$ cat src/rtl/tt_dfd_vidtopid_mapper.sv
// VID->PID translation table for the debug fabric, filled one hart per cycle by a scan FSM.
// Define TT_DFD_VIDTOPID_REVERSE_EN to add the reverse (PID->VID) lookup path.
module tt_dfd_vidtopid_mapper #(
    parameter int NumHarts    = 8,
    parameter int NumHartsIdx = (NumHarts == 1) ? 1 : $clog2(NumHarts),
    parameter int NumLookups  = 2
) (
    input  logic                                   clk,
    input  logic                                   reset_n,
    input  logic [NumHarts-1:0]                    fuse_map,
    input  logic [NumHarts-1:0][NumHartsIdx-1:0]   vid_map,
    input  logic                                   rebuild_req,
    input  logic [NumLookups-1:0]                  lkp_vld,
    input  logic [NumLookups-1:0][NumHartsIdx-1:0] lkp_vid,
    output logic [NumLookups-1:0]                  lkp_rdy,
    output logic [NumLookups-1:0]                  rsp_vld,
    output logic [NumLookups-1:0][NumHartsIdx-1:0] rsp_pid,
    output logic [NumLookups-1:0]                  rsp_mapped,
`ifdef TT_DFD_VIDTOPID_REVERSE_EN
    input  logic [NumLookups-1:0]                  rlkp_vld,
    input  logic [NumLookups-1:0][NumHartsIdx-1:0] rlkp_pid,
    output logic [NumLookups-1:0]                  rrsp_vld,
    output logic [NumLookups-1:0][NumHartsIdx-1:0] rrsp_vid,
    output logic [NumLookups-1:0]                  rrsp_mapped,
`endif
    input  logic [NumHarts-1:0]                    vid_vector,
    output logic [NumHarts-1:0]                    pid_vector,
    output logic                                   table_valid,
    output logic                                   dup_err
);

    typedef enum logic {ST_SCAN, ST_READY} state_e;

    localparam logic [NumHartsIdx-1:0] LastIdx = NumHartsIdx'(NumHarts - 1);

    state_e                                 state_q, state_d;
    logic [NumHartsIdx-1:0]                 idx_q, idx_d;
    logic [NumHarts-1:0][NumHartsIdx-1:0]   pid_q, pid_d;
    logic [NumHarts-1:0]                    mapped_q, mapped_d;
    logic                                   dup_q, dup_d;
    logic [NumLookups-1:0]                  rsp_vld_q, rsp_vld_d;
    logic [NumLookups-1:0][NumHartsIdx-1:0] rsp_pid_q, rsp_pid_d;
    logic [NumLookups-1:0]                  rsp_mapped_q, rsp_mapped_d;
    logic [NumHarts-1:0]                    pid_vec_q, pid_vec_d;
    logic                                   scan_wr;
    logic [NumHartsIdx-1:0]                 scan_vid;

    always_ff @(posedge clk or negedge reset_n) begin
        if (!reset_n) begin
            state_q <= ST_SCAN;
            idx_q   <= '0;
        end else begin
            state_q <= state_d;
            idx_q   <= idx_d;
        end
    end

    // A rebuild request in either state restarts the scan from hart 0.
    always_comb begin
        state_d = state_q;
        idx_d   = idx_q;
        case (state_q)
            ST_SCAN: begin
                if (rebuild_req) begin
                    idx_d = '0;
                end else if (idx_q == LastIdx) begin
                    idx_d   = '0;
                    state_d = ST_READY;
                end else begin
                    idx_d = idx_q + 1'b1;
                end
            end
            ST_READY: begin
                if (rebuild_req) begin
                    idx_d   = '0;
                    state_d = ST_SCAN;
                end
            end
            default: begin
                idx_d   = '0;
                state_d = ST_SCAN;
            end
        endcase
    end

    always_comb begin
        table_valid = (state_q == ST_READY);
        lkp_rdy     = {NumLookups{table_valid & ~rebuild_req}};
    end

    assign scan_wr  = (state_q == ST_SCAN) && fuse_map[idx_q];
    assign scan_vid = vid_map[idx_q];

    // Later (higher index) harts overwrite earlier ones; a collision marks dup_err.
    always_comb begin
        pid_d    = pid_q;
        mapped_d = mapped_q;
        dup_d    = dup_q;
        if (rebuild_req) begin
            pid_d    = '0;
            mapped_d = '0;
            dup_d    = 1'b0;
        end else if (scan_wr) begin
            if (mapped_q[scan_vid]) begin
                dup_d = 1'b1;
            end
            pid_d[scan_vid]    = idx_q;
            mapped_d[scan_vid] = 1'b1;
        end
    end

    always_comb begin
        rsp_vld_d    = '0;
        rsp_pid_d    = rsp_pid_q;
        rsp_mapped_d = rsp_mapped_q;
        for (int c = 0; c < NumLookups; c++) begin
            if (lkp_vld[c] && lkp_rdy[c]) begin
                rsp_vld_d[c]    = 1'b1;
                rsp_pid_d[c]    = pid_q[lkp_vid[c]];
                rsp_mapped_d[c] = mapped_q[lkp_vid[c]];
            end
        end
    end

    // The vector view is suppressed while the table is being rebuilt.
    always_comb begin
        pid_vec_d = '0;
        if ((state_q == ST_READY) && !rebuild_req) begin
            for (int k = 0; k < NumHarts; k++) begin
                if (mapped_q[k]) begin
                    pid_vec_d[pid_q[k]] = vid_vector[k];
                end
            end
        end
    end

    always_ff @(posedge clk or negedge reset_n) begin
        if (!reset_n) begin
            pid_q        <= '0;
            mapped_q     <= '0;
            dup_q        <= 1'b0;
            rsp_vld_q    <= '0;
            rsp_pid_q    <= '0;
            rsp_mapped_q <= '0;
            pid_vec_q    <= '0;
        end else begin
            pid_q        <= pid_d;
            mapped_q     <= mapped_d;
            dup_q        <= dup_d;
            rsp_vld_q    <= rsp_vld_d;
            rsp_pid_q    <= rsp_pid_d;
            rsp_mapped_q <= rsp_mapped_d;
            pid_vec_q    <= pid_vec_d;
        end
    end

    assign rsp_vld    = rsp_vld_q;
    assign rsp_pid    = rsp_pid_q;
    assign rsp_mapped = rsp_mapped_q;
    assign pid_vector = pid_vec_q;
    assign dup_err    = dup_q;

`ifdef TT_DFD_VIDTOPID_REVERSE_EN
    logic [NumHarts-1:0][NumHartsIdx-1:0]   rvid_q, rvid_d;
    logic [NumHarts-1:0]                    rmapped_q, rmapped_d;
    logic [NumLookups-1:0]                  rrsp_vld_q, rrsp_vld_d;
    logic [NumLookups-1:0][NumHartsIdx-1:0] rrsp_vid_q, rrsp_vid_d;
    logic [NumLookups-1:0]                  rrsp_mapped_q, rrsp_mapped_d;

    // Reverse table is indexed by physical hart, so each scan step writes its own slot.
    always_comb begin
        rvid_d        = rvid_q;
        rmapped_d     = rmapped_q;
        rrsp_vld_d    = '0;
        rrsp_vid_d    = rrsp_vid_q;
        rrsp_mapped_d = rrsp_mapped_q;
        if (rebuild_req) begin
            rvid_d    = '0;
            rmapped_d = '0;
        end else if (scan_wr) begin
            rvid_d[idx_q]    = scan_vid;
            rmapped_d[idx_q] = 1'b1;
        end
        for (int c = 0; c < NumLookups; c++) begin
            if (rlkp_vld[c] && lkp_rdy[c]) begin
                rrsp_vld_d[c]    = 1'b1;
                rrsp_vid_d[c]    = rvid_q[rlkp_pid[c]];
                rrsp_mapped_d[c] = rmapped_q[rlkp_pid[c]];
            end
        end
    end

    always_ff @(posedge clk or negedge reset_n) begin
        if (!reset_n) begin
            rvid_q        <= '0;
            rmapped_q     <= '0;
            rrsp_vld_q    <= '0;
            rrsp_vid_q    <= '0;
            rrsp_mapped_q <= '0;
        end else begin
            rvid_q        <= rvid_d;
            rmapped_q     <= rmapped_d;
            rrsp_vld_q    <= rrsp_vld_d;
            rrsp_vid_q    <= rrsp_vid_d;
            rrsp_mapped_q <= rrsp_mapped_d;
        end
    end

    assign rrsp_vld    = rrsp_vld_q;
    assign rrsp_vid    = rrsp_vid_q;
    assign rrsp_mapped = rrsp_mapped_q;
`endif

endmodule

$ cat config.mk
export PLATFORM = sky130hd
export DESIGN_NAME = tt_dfd_vidtopid_mapper
export DESIGN_NICKNAME = d
export VERILOG_FILES = /design/src/rtl/tt_dfd_vidtopid_mapper.sv
export SDC_FILE = /design/constraint.sdc
export NUM_CORES = 1
export LEC_CHECK = 0
export ABC_CLOCK_PERIOD_IN_PS = 2360
export BUFFER_PORTS_ARGS = -buffer_cell sky130_fd_sc_hd__buf_2
export CAP_MARGIN = 10
export CORE_UTILIZATION = 57
export DETAILED_ROUTE_END_ITERATION = 8
export PLACE_DENSITY_LB_ADDON = 0.15
export SLEW_MARGIN = 20
export SYNTH_ARGS = -nofsm -noshare
export SYNTH_HDL_FRONTEND = slang
export SYNTH_SLANG_ARGS = --single-unit
$ cat constraint.sdc
create_clock -name clk -period 2.36 [get_ports clk]
set_input_delay 0.236 -clock clk [delete_from_list [all_inputs] [get_ports clk]]
set_output_delay 0.236 -clock clk [all_outputs]
set_load 0.005 [all_outputs]
==> results.md <==
* Post-Syn Nets at 506
* Core ar. at 6870 µm²
* Sum Neg Setup Slack at 0 ns
* CP max FO at 13
* DIE AREA at 7550 µm²
* Max_cap viols at 0
* CP Data Required Time at 2.55 ns
* Slowest CP cell: mux4_2
* Clock Latency Late Sink at 0.32 ns
* Worst-path clk slew at 0.11 ns
* Overflow after GRT at 0
* DRC Markers at 0
* Routed Antenna Nets at 0
* Post-synthesis simple-gate area fraction at 0.225
* Diode count at 0
* Max IR drop VDD at 328 µV
* Yosys top cell by area: dfrtp_1
* Hold Fails Final Rpt at 0
* Crit start category: flip-flop
* DP Cell Count at 601
* Clock Skews at 0.0122 ns
* Row count at 30
* GR Util All Layers at 0.307
* Vias in the first global route at 3637
* Wl on met1 at 4.44 mm
* Post-Layout Cell Count at 611
* WL met2 at 5.40 mm
* Met3 WL at 789 µm
* Outcome: complete, no violations
* Static leakage at 0.00199 µW
* Die height at 86.9 µm
* Critical path class: reg -> reg
* Post-detail-place hpwl at 8.44 mm
* Antenna violations before repair at 0
* Number of synthesized flops with an enable pin at 0
* Cell Pwr Density at 471 nW/µm²
* Synth Register Bits at 55
* Vias per cell at 6.34
* Post-synthesis xor/xnor area fraction at 0.00213
* YS warnings at 0
* Initial core utilization at 0.598
* Share of layout cells above drive strength 1 at 0.282
* Post-synthesis instance area at 4110 µm²
* Crit path cell chain: buf_12, mux4_2, mux2_2, a2111o_1, o311ai_1, o22ai_1
* Area contributors post-synth: dfrtp_1 34%, mux4_2 13%, mux2i_1 6.6%, nor2_1 4.9%, nand2_1 4.7%
* Cell count after synthesis at 453
* Top sig layer: met4
* Number of fill cells in the layout at 570
* Minimum clock period at 2.26 ns
* Clk buf depth at 2
* Detailed Route Iter0 Violations at 348
* Fin crit share at 0.958
* Num CTS Buffers at 5
* CP peak stage delay at 0.55 ns
* Post-synth cell types at 63
* Seq/Total Area, Yosys at 0.335
* Crit-path leading delay family: multiplexers
* Max_slew headroom at 0.624
* Complex-gate fraction of the synthesized area at 0.163
* Drt total wl at 10.9 mm
* Arrival @ worst endpoint at 2.45 ns
* Wire length per cell at 17.9 µm
* Worst-Margin Slew at 0.549 ns
* Slew Limit Fails at 0
* Clock sink count at 55
* Main synth FF type: dfrtp_1
* Worst setup EP type: flip-flop
* CTS root buf: clkbuf_8
* Path type of the worst min-delay path: in -> reg
* Area share of the largest cell type after synthesis at 0.335
* Port Buf Inserts at 72
* Most common cell after layout, fill and taps aside: buf_2
* DR vias at 3874
* Crit path buf inv count at 1
* GPL Wtd Cong at 1.02
* Die X at 86.9 µm
* Max Fclk at 442 MHz
* Syn Area/Cell at 9.06 µm²
* Largest net degree at the start of global routing at 32
* CTS tree: done
* H-tree depth at 2
* Synth Area in Adders at 0.00610
* Post-synthesis mux area share at 0.211
* Slack of the worst reg-to-reg path at 0.1 ns
* Most frequent cells in the layout: 72 x buf_2, 55 x dfrtp_1, 54 x nor2_1, 51 x nand2_1, 26 x mux2i_1
* Largest family of logic cells by synthesized area: simple AND/OR/NAND/NOR gates
* Final setup viols at 0
* Io pins at 73
* Area delta synth->final at 14.8%
* Asr flop ratio synth at 1.00
* Drt pass-1 iters at 5
* Global-route wire length before repair at 17.7 mm
* Nets at 567
* Total power at 2220 µW
* RSZ-0062 raised after global routing: no
## synth_stat cells (3+ instances only)
master and n:
nand2b_1 12, mux4_2 24, a311oi_1 5, mux2i_1 27, nor2b_1 10, nor4_1 3
a22oi_1 5, nand2_1 51, a21oi_1 24, dfrtp_1 55, nor3_2 3, a31oi_1 3
o32ai_1 4, clkbuf_1 36, and4b_1 3, nor3_1 10, o21ai_0 19, inv_1 12
o22ai_1 10, mux2_2 3, nand3_1 13, nand3b_1 3, buf_1 3, nand4_1 6
nor2_1 54, a221oi_1 4, a32oi_1 6
## final timing paths
path,start,to,cells after the start
worst max-delay path,idx_q[0]$_DFFE_PN0N_,dup_err$_DFFE_PN0P_,6
worst min register to register,rsp_mapped[1]$_DFFE_PN0P_,rsp_mapped[1]$_DFFE_PN0P_,2
worst min-delay path,rebuild_req,mapped_q[7]$_DFFE_PN0P_,2
max in group asynchronous,reset_n,pid_q[17]$_DFFE_PN0P_,3
min in group asynchronous,reset_n,pid_q[11]$_DFFE_PN0P_,2
worst max register to register,idx_q[0]$_DFFE_PN0N_,dup_err$_DFFE_PN0P_,6
## power breakdown
group	internal [µW]	total (µW)	switching, µW	leakage (µW)
clock network	219	559	340	0.0000463
logic	279	605	325	0.00119
registers	981	1060	77.7	0.000761
## per-layer routing
metal / vias to the layer above / track usage
li1: 1802 / -
met1: 1841 / 0.403
met2: 196 / 0.524
met3: 35 / 0.0474
met4: 0 / 0.0924
met5: - / 0
## area by class of cell
class,instances,area [µm²],area share
clock buffer,5,68.8,0.0146
clock inverter,3,27.5,0.00584
inverter,12,45.0,0.00955
multi-input combinational,342,2510,0.532
sequential,55,1380,0.292
tap,96,120,0.0255
timing repair buffer,98,571,0.121
## registers in the layout, indices dropped and copies added, names as in the netlist
signal and count:
rsp_pid 6, rsp_vld 2, table_valid 1, mapped_q 8, rsp_mapped 2, idx_q 3
pid_q 24, dup_err 1, pid_vector 8
## logic make-up (layout without fill, tap and decap cells)
kind of cell / after synthesis / count (layout)
buffers and inverters: 56 / 118
AO/OA/AOI/OAI: 100 / 100
flip-flops: 55 / 55
multiplexers: 55 / 55
adder cells (fa/ha/maj): 2 / 2
XOR/XNOR: 1 / 1
AND/OR/NAND/NOR: 184 / 184
## what timing repair did
action                     CTS  global route
setup endpoints to repair    0             8
hold endpoints to repair    22             0
hold buffers                 1             0
gates resized for setup      0             3
setup buffers                0             1
## through the flow
step	worst slack (ns)	hold slack (ns)	instance area, µm²	utilization
floorplan	0.256	-0.0596	4110	-
global placement	0.178	0.241	4590	0.668
detailed placement	0.105	0.252	4590	0.668
CTS	0.0717	0.191	4700	0.684
global route	0.00127	0.208	4710	0.686
finish	0.0992	0.190	4710	0.686
## worst reg2reg max path, cell delays in order (launching register included)
cell and delay, ns:
dfrtp_1 0.41, buf_12 0.16, mux4_2 0.55, mux2_2 0.36
a2111o_1 0.42, o311ai_1 0.09, o22ai_1 0.13
Power figures use the tool's default switching activity.
